==> config.mk <==
export PLATFORM = sky130hd
export DESIGN_NAME = spike_vote_classifier
export DESIGN_NICKNAME = d
export VERILOG_FILES = /design/src/rtl/snn_pkg.sv /design/src/rtl/spike_score_accum.sv /design/src/rtl/spike_vote_classifier.sv
export SDC_FILE = /design/constraint.sdc
export NUM_CORES = 1
export LEC_CHECK = 0
export BUFFER_PORTS_ARGS = -buffer_cell sky130_fd_sc_hd__buf_2
export CAP_MARGIN = 20
export CORE_MARGIN = 2
export CORE_UTILIZATION = 45
export CTS_CLUSTER_SIZE = 8
export DETAILED_ROUTE_END_ITERATION = 10
export SETUP_SLACK_MARGIN = 0.2
export SYNTH_ARGS = -nofsm -noshare
export SYNTH_HDL_FRONTEND = slang
export SYNTH_SLANG_ARGS = --single-unit
export TNS_END_PERCENT = 100
==> constraint.sdc <==
create_clock -name clk -period 4.69 [get_ports clk]
set_clock_uncertainty 0.1 [all_clocks]
set_input_delay 0.469 -clock clk [delete_from_list [all_inputs] [get_ports clk]]
set_output_delay 0.469 -clock clk [all_outputs]
set_load 0.02 [all_outputs]
==> src/rtl/snn_pkg.sv <==
// Shared types and default sizing for the spiking classifier output stage.
package snn_pkg;

   typedef enum logic [1:0] {
      IDLE  = 2'd0,
      ACCUM = 2'd1,
      SCAN  = 2'd2,
      HOLD  = 2'd3
   } state_e;

   localparam int CLASS_COUNT_DEF = 10;
   localparam int SCORE_WIDTH_DEF = 8;

endpackage

==> src/rtl/spike_score_accum.sv <==
// Single-class signed saturating up/down spike score counter.
module spike_score_accum #(
   parameter int COUNT_WIDTH = 8
) (
   input  logic                          clk,
   input  logic                          reset,
   input  logic                          clr,
   input  logic                          en,
   input  logic                          pos,
   input  logic                          neg,
   output logic signed [COUNT_WIDTH-1:0] score
);

   localparam logic signed [COUNT_WIDTH-1:0] SCORE_MAX = {1'b0, {(COUNT_WIDTH-1){1'b1}}};
   localparam logic signed [COUNT_WIDTH-1:0] SCORE_MIN = {1'b1, {(COUNT_WIDTH-1){1'b0}}};

   logic signed [COUNT_WIDTH-1:0] score_q, score_d;

   // Next score: clear wins, otherwise net +1/-1 clamped at the signed limits.
   always_comb begin
      score_d = score_q;
      if (clr) begin
         score_d = '0;
      end else if (en && (pos != neg)) begin
         if (pos && (score_q != SCORE_MAX)) begin
            score_d = score_q + COUNT_WIDTH'(1);
         end else if (neg && (score_q != SCORE_MIN)) begin
            score_d = score_q - COUNT_WIDTH'(1);
         end
      end
   end

   // Score register.
   always_ff @(posedge clk) begin
      if (reset) begin
         score_q <= '0;
      end else begin
         score_q <= score_d;
      end
   end

   assign score = score_q;

endmodule

==> src/rtl/spike_vote_classifier.sv <==
// Accumulates per-class net spike scores over a window, scans for the winner
// and presents it on a valid/ready handshake.
module spike_vote_classifier
   import snn_pkg::*;
#(
   parameter int CLASS_COUNT  = CLASS_COUNT_DEF,
   parameter int WINDOW_STEPS = 64,
   parameter int COUNT_WIDTH  = SCORE_WIDTH_DEF,
   parameter int IDX_WIDTH    = 4
) (
   input  logic                   clk,
   input  logic                   reset,
   input  logic                   start,
   input  logic                   step_valid,
   input  logic [CLASS_COUNT-1:0] pos_spike_in,
   input  logic [CLASS_COUNT-1:0] neg_spike_in,
   output logic                   busy,
   output logic                   result_valid,
   input  logic                   result_ready,
   output logic [IDX_WIDTH-1:0]   class_idx,
   output logic [COUNT_WIDTH-1:0] class_score,
   output logic                   tie
);

   localparam int STEP_W = $clog2(WINDOW_STEPS + 1);

   state_e                        state_q, state_d;
   logic [STEP_W-1:0]             step_cnt_q, step_cnt_d;
   logic [IDX_WIDTH-1:0]          scan_idx_q, scan_idx_d;
   logic signed [COUNT_WIDTH-1:0] best_q, best_d;
   logic [IDX_WIDTH-1:0]          best_idx_q, best_idx_d;
   logic                          best_tie_q, best_tie_d;
   logic [IDX_WIDTH-1:0]          class_idx_q, class_idx_d;
   logic signed [COUNT_WIDTH-1:0] class_score_q, class_score_d;
   logic                          tie_q, tie_d;
   logic                          busy_q, busy_d;
   logic                          result_valid_q, result_valid_d;

   logic signed [COUNT_WIDTH-1:0] score [CLASS_COUNT];
   logic signed [COUNT_WIDTH-1:0] cand;
   logic                          clr_scores, step_en, last_step, last_idx, handshake;

   assign clr_scores = (state_q == IDLE) && start;
   assign step_en    = (state_q == ACCUM) && step_valid;
   assign last_step  = (step_cnt_q == STEP_W'(WINDOW_STEPS - 1));
   assign last_idx   = (scan_idx_q == IDX_WIDTH'(CLASS_COUNT - 1));
   assign handshake  = (state_q == HOLD) && result_valid_q && result_ready;
   assign cand       = score[scan_idx_q];

   for (genvar g = 0; g < CLASS_COUNT; g++) begin : g_class
      spike_score_accum #(
         .COUNT_WIDTH(COUNT_WIDTH)
      ) u_acc (
         .clk  (clk),
         .reset(reset),
         .clr  (clr_scores),
         .en   (step_en),
         .pos  (pos_spike_in[g]),
         .neg  (neg_spike_in[g]),
         .score(score[g])
      );
   end

   // State and datapath registers.
   always_ff @(posedge clk) begin
      if (reset) begin
         state_q        <= IDLE;
         step_cnt_q     <= '0;
         scan_idx_q     <= '0;
         best_q         <= '0;
         best_idx_q     <= '0;
         best_tie_q     <= 1'b0;
         class_idx_q    <= '0;
         class_score_q  <= '0;
         tie_q          <= 1'b0;
         busy_q         <= 1'b0;
         result_valid_q <= 1'b0;
      end else begin
         state_q        <= state_d;
         step_cnt_q     <= step_cnt_d;
         scan_idx_q     <= scan_idx_d;
         best_q         <= best_d;
         best_idx_q     <= best_idx_d;
         best_tie_q     <= best_tie_d;
         class_idx_q    <= class_idx_d;
         class_score_q  <= class_score_d;
         tie_q          <= tie_d;
         busy_q         <= busy_d;
         result_valid_q <= result_valid_d;
      end
   end

   // Next-state logic.
   always_comb begin
      state_d = state_q;
      unique case (state_q)
         IDLE:    if (start)                state_d = ACCUM;
         ACCUM:   if (step_en && last_step) state_d = SCAN;
         SCAN:    if (last_idx)             state_d = HOLD;
         HOLD:    if (handshake)            state_d = IDLE;
         default:                           state_d = IDLE;
      endcase
   end

   // Step counting, winner scan and result/handshake registers.
   // The result is captured on the last scan cycle; result_valid follows one
   // cycle into HOLD so it rises CLASS_COUNT+1 edges after the final step.
   always_comb begin
      step_cnt_d    = step_cnt_q;
      scan_idx_d    = '0;
      best_d        = best_q;
      best_idx_d    = best_idx_q;
      best_tie_d    = best_tie_q;
      class_idx_d   = class_idx_q;
      class_score_d = class_score_q;
      tie_d         = tie_q;

      if (clr_scores) begin
         step_cnt_d = '0;
      end else if (step_en) begin
         step_cnt_d = step_cnt_q + STEP_W'(1);
      end

      if (state_q == SCAN) begin
         scan_idx_d = last_idx ? '0 : scan_idx_q + IDX_WIDTH'(1);
         if (scan_idx_q == '0) begin
            best_d     = cand;
            best_idx_d = '0;
            best_tie_d = 1'b0;
         end else if (cand > best_q) begin
            best_d     = cand;
            best_idx_d = scan_idx_q;
            best_tie_d = 1'b0;
         end else if (cand == best_q) begin
            best_tie_d = 1'b1;
         end
         if (last_idx) begin
            class_idx_d   = best_idx_d;
            class_score_d = best_d;
            tie_d         = best_tie_d;
         end
      end

      busy_d         = (state_d != IDLE);
      result_valid_d = (state_q == HOLD) && !handshake;
   end

   assign busy         = busy_q;
   assign result_valid = result_valid_q;
   assign class_idx    = class_idx_q;
   assign class_score  = class_score_q;
   assign tie          = tie_q;

endmodule

Word level (Yosys, flattened, before mapping):

Cells that the tools add are included.

* flip-flop bits (word level): 121
* bits of input ports: 25

* add/sub/neg operators: 22
* order comparisons: 2
* eq/ne operators: 36
* muxes and demuxes: 35
* bitwise gates (word level): 2
* reductions and logical operators: 63

Operator list (number)
* 8-bit 2-to-1 mux: 24
* 8-bit != test (second input constant): 20
* 8-bit by 2-bit adder with 8-bit output (second input constant): 10
* 8-bit by 2-bit subtractor with 8-bit output (second input constant): 10
* 1-bit logical AND: 36
* 8-bit binary-select mux with 4-bit select: 1
* 2-bit AND reduction: 11
* 2-bit nonzero test: 11
* 1-bit != test: 10
* 8-bit == test: 1
* 8-bit > comparator: 1
* 2-bit 2-to-1 mux: 4
* 4-bit 2-to-1 mux: 2
* 2-bit one-hot mux with 4 select lines: 1
* 7-bit by 1-bit adder with 7-bit output (second input constant): 1
* 7-bit by 6-bit == test with 1-bit output (second input constant): 1
* 5-bit >= comparator (second input constant): 1
* 4-bit NOT with 5-bit output: 1
* 4-bit by 1-bit adder with 4-bit output (second input constant): 1
* 2-bit == test (second input constant): 2
* 4-bit == test (second input constant): 1
* 4-bit logical NOT: 1
* 1-bit 2-to-1 mux: 3
* 3-bit OR reduction: 1
* 5 further kinds: 5

Logic depth before layout (Yosys ltp):

* word-level depth: 8
* mapped depth: 14

Modules after synthesis:

A second synthesis with hierarchy kept.

* cell total of the unflattened synthesis: 1063
* area, all modules: 9374.0 sq um

By module, submodules not included
* spike_score_accum: instances 10, cells an instance 73, area an instance 651.9 sq um, seq. area each 160.2 sq um
* spike_vote_classifier: instances 1, cells an instance 333, area an instance 2855.2 sq um, seq. area each 820.8 sq um

Worst setup path before layout:

Ideal clock, no wire load.

* path kind: reg2reg
* start point: register scan_idx_q[1]
* end point: register class_score_q[6], in the netlist class_score[6]
* setup time: 80 ps
* data arrival time: 3150 ps
* required time: 4510 ps
* slack: 1360 ps
* cell stages (with the launch flop): 14
* clock period less this slack: 3330 ps
* cells stage by stage: dfxtp_1 > buf_6 > buf_2 > mux2_2 > a22oi_1 > o22ai_1 > a22o_1 > ha_1 > or3b_1 > a211oi_2 > or2_2 > o21ai_2 > or4_1 > o211ai_1

* cells in the longest elaborated chain, start to end: 7

RTL lines
* start, declared: RTL line spike_vote_classifier.sv:29 `logic [IDX_WIDTH-1:0] scan_idx_q, scan_idx_d;`
* start signal, assigned: RTL line spike_vote_classifier.sv:81 `scan_idx_q <= scan_idx_d;`
* 4-bit NOT with 5-bit output (not written as such): RTL line spike_vote_classifier.sv:48 `assign cand = score[scan_idx_q];`
* 8-bit binary-select mux with 4-bit select: RTL line spike_vote_classifier.sv:48
* 8-bit 2-to-1 mux (not written as such) (2 in a row): RTL line spike_vote_classifier.sv:48
* 8-bit > comparator: RTL line spike_vote_classifier.sv:130 `end else if (cand > best_q) begin`
* 8-bit 2-to-1 mux: RTL line spike_vote_classifier.sv:130
* 8-bit 2-to-1 mux: RTL line spike_vote_classifier.sv:126 `if (scan_idx_q == '0) begin`
* end signal, assigned: RTL line spike_vote_classifier.sv:86 `class_score_q <= class_score_d;`
* end, declared: RTL line spike_vote_classifier.sv:34 `logic signed [COUNT_WIDTH-1:0] class_score_q, class_score_d;`

Parallel ways exist; a longest one is shown, timed or not. The select of a mux whose other input is x is not followed.
A chain may end at the register's enable or synchronous reset.

Final worst setup path:

* start point: register scan_idx_q[0]
* end point: register class_score_q[6], in the netlist class_score[6]

Same word-level chain as after synthesis.

==> results.cfg <==
[clocking]
cts.sinks = 121
tritoncts = built
numCtsBuffers = 17
clock_path_buffers = 2
clk_latency_ps = 420
postCtsHoldBufs = 0
cts_resized = 0
cts.reportedPaths.clkPinSlew_ps = 60
htreeDepth = 4
cts_setup_buffers = 0
ctsRootBufferMaster = clkbuf_16

[critical_path]
ff2ff_setup_slack_ps = 730
crit_start = scan_idx_q[0]
regToRegStartpoint = scan_idx_q[0]
critical_path_class = reg2reg
crit_path_max_fanout = 19
end_kind = register
path_cells = buf_4 -> mux4_2 -> a22o_1 -> ha_1 -> or3b_1 -> a21oi_1 -> and3_2 -> o21ai_2 -> or4_1 -> o211ai_1
worstRegToRegCells = 10
critPathMaxStageDelay_ps = 720
crit_arrival_ps = 4200
cp.required_ps = 4930
crit_slowest_cell = dfxtp_1
cp-start-kind = register
reg2reg_to = class_score[6]

[place]
gp_congestion = 0.839
dpl.cell_count = 1226
hpwl_um = 14900
port_buffers = 39

[sta]
fin_hold_ws_ps = 273
max_freq_mhz = 252
slew_headroom_pct = 28.5
tns_ps = 0
setup_violations = 0
post-route-min-period_ps = 3960
worst_pin_slew_ps = 1070
drv_slew = 0
rsz0062_at_grt = false
fin_crit_sh_pct = 84.5
finalHoldViolations = 0

[route]
drc = 0
antenna_left = 0
dr_total_vias = 7181
wl_per_cell_um = 16.0
wl_um = 20200
first_pass_iters = 5
first_iter_violations = 440
viasPerCell = 5.68

[logic_synthesis]
synthesis.nets = 1087
syn_inst = 980
ys_seq_elements = 121
yosysTopAreaCell = dfxtp_1
synth.top_cell.area_share_pct = 28.9
ys_warn_count = 0
synthTopCellsByArea = dfxtp_1 (29%), ha_1 (11%), xnor2_1 (7.4%)
ys_seq_area_share_pct = 28.9
synth-main-ff-cell = dfxtp_1
async_flop_share_pct = 0
avgSynthCellArea_um2 = 8.56
syn_area_um2 = 8390
synth_enable_flop_cells = 0
synth.distinct_cells = 55

[job]
maxCapViolations = 0

[layout]
drive_above_1_share_pct = 15.2
fin_nets = 1129
multi_input_area_um2 = 5660
area_delta_synth_final_pct = 12.5
diodes = 0
utilization_pct = 52.0
ff_latch_area_um2 = 2420
fill_cells = 1746
stdcell_count = 1264

[die]
initial_core_util_pct = 46.2
die_h_um = 141
fp.dieW_um = 141
coreArea_um2 = 18100
io_pins = 40
die_area_um2 = 19700
rows = 49

[min_path]
hold_end = result_valid
whs_path_depth = 4
min_path_type = in2reg
min-delay-start = result_ready

[power]
pwr_density_cell_nw_per_um2 = 278
switching_share_pct = 26.9
power.total_mw = 2.63
p_clk_share_pct = 47.8
ir_worst_vdd_mv = 0.221
pwr-share-comb_pct = 11.5
internal_power_mw = 1.92
switchingPower_uw = 705
seqPwrFrac_pct = 40.8
p_leak_nw = 3.69

[grt]
grt_remaining_overflow = 0
grt_pass1_vias = 6713
grt_use_total_pct = 21.1
antenna_found_initial = 0
grt_pass1_wl_um = 33900
grt_max_degree = 40

[run_status]
run_status = finished clean
stage by stage:
stage                     instance area, um2  setup WS, ps
after floorplan                         8390          1360
after global placement                  8820           855
after detailed placement                8830           766
after CTS                               9390           749
after global routing                    9430           462
final                                   9430           729
routing by layer:
layer	track usage [%]	vias to the layer above	wire (um)
li1	-	3663	-
met1	29.3	3374	10000
met2	33.7	123	9150
met3	4.14	21	810
met4	5.84	0	252
met5	0	-	0
cells by family (layout without fill, tap and decap cells):
family          after synthesis  after routing  synth area share, %
flops                       121            121                 28.9
fa+ha+maj                    82             82                 13.1
mux                          65             65                 9.19
simple gates                335            335                 19.1
buf+inv                      75            130                 3.67
compound gates              226            226                 18.1
xor+xnor                     76             76                 7.94
cell usage after synthesis, types with 10 or more instances:
master    number
nor2_1       141
dfxtp_1      121
a21oi_1       79
ha_1          72
xnor2_1       71
nand2_1       66
mux2i_1       41
inv_1         34
nand3_1       33
clkbuf_1      20
a211oi_1      19
a31o_2        19
a22oi_1       17
o211ai_1      17
mux2_2        16
buf_2         15
nand4_1       15
o21ai_0       14
or2_2         13
a21o_1        11
nand4b_1      11
nor3_1        11
nor4b_1       11
fa_1          10
nor4_1        10
o21bai_1      10
o41ai_1       10
sequential cells by signal, indices dropped and copies added (netlist names), 2 cells and up:
| register | count |
|---|---|
| step_cnt_q | 7 |
| state_q | 2 |
| class_score | 8 |
| best_q | 8 |
| g_class.u_acc.score | 80 |
| class_idx | 4 |
| scan_idx_q | 4 |
| best_idx_q | 4 |
critical path, delay by kind of cell (launching register included):
family                   cells  cell delay, ps
AO/OA/AOI/OAI                4             770
adder cells (fa/ha/maj)      1             340
buffers and inverters        1             290
flip-flops                   1             720
multiplexers                 1             500
AND/OR/NAND/NOR              3            1150
layout by cell type, fill, tap and decap left out, types with 9 or more instances in the layout:
master | Yosys | final
buf_2 | 15 | 41
nor4_1 | 10 | 10
nand2_1 | 66 | 65
a21o_1 | 11 | 11
nor4b_1 | 11 | 11
nand4b_1 | 11 | 11
a211oi_1 | 19 | 19
mux2_2 | 16 | 16
xnor2_1 | 71 | 71
buf_4 | 0 | 20
nand4_1 | 15 | 15
nor2_1 | 141 | 141
o41ai_1 | 10 | 10
a21oi_1 | 79 | 78
inv_1 | 34 | 34
o211ai_1 | 17 | 17
a22oi_1 | 17 | 17
a31o_2 | 19 | 19
or2_2 | 13 | 13
nor3_1 | 11 | 11
o22ai_1 | 9 | 9
o21ai_0 | 14 | 14
dfxtp_1 | 121 | 121
nand3_1 | 33 | 33
clkbuf_16 | 0 | 17
o21bai_1 | 10 | 10
fa_1 | 10 | 10
mux2i_1 | 41 | 41
ha_1 | 72 | 72
worst max path at each step:
| stage | cells past startpoint | to |
|---|---|---|
| floorplan | 13 | class_score[6] |
| global placement | 10 | class_score[3] |
| detailed placement | 10 | class_score[6] |
| CTS | 10 | class_score[6] |
| global route | 12 | class_score[0] |
| finish | 10 | class_score[6] |
area by class of cell:
| type | count | area share (%) |
|---|---|---|
| inverters | 36 | 1.43 |
| well taps | 229 | 3.04 |
| flip-flops and latches | 121 | 25.7 |
| clock buffers | 19 | 4.70 |
| repair buffers | 62 | 3.82 |
| clock inverters | 13 | 1.29 |
| multi-input cells | 784 | 60.0 |
power groups by stage:
stage,Clock [mW],Sequential [mW],Combinational [mW]
2_1_floorplan,0,1.08,0.231
3_3_place_gp,0,1.09,0.294
3_5_place_dp,0,1.09,0.299
4_1_cts,1.27,1.07,0.300
5_1_grt,1.32,1.07,0.342
6_report,1.25,1.07,0.301
Power figures use the tool's default switching activity.
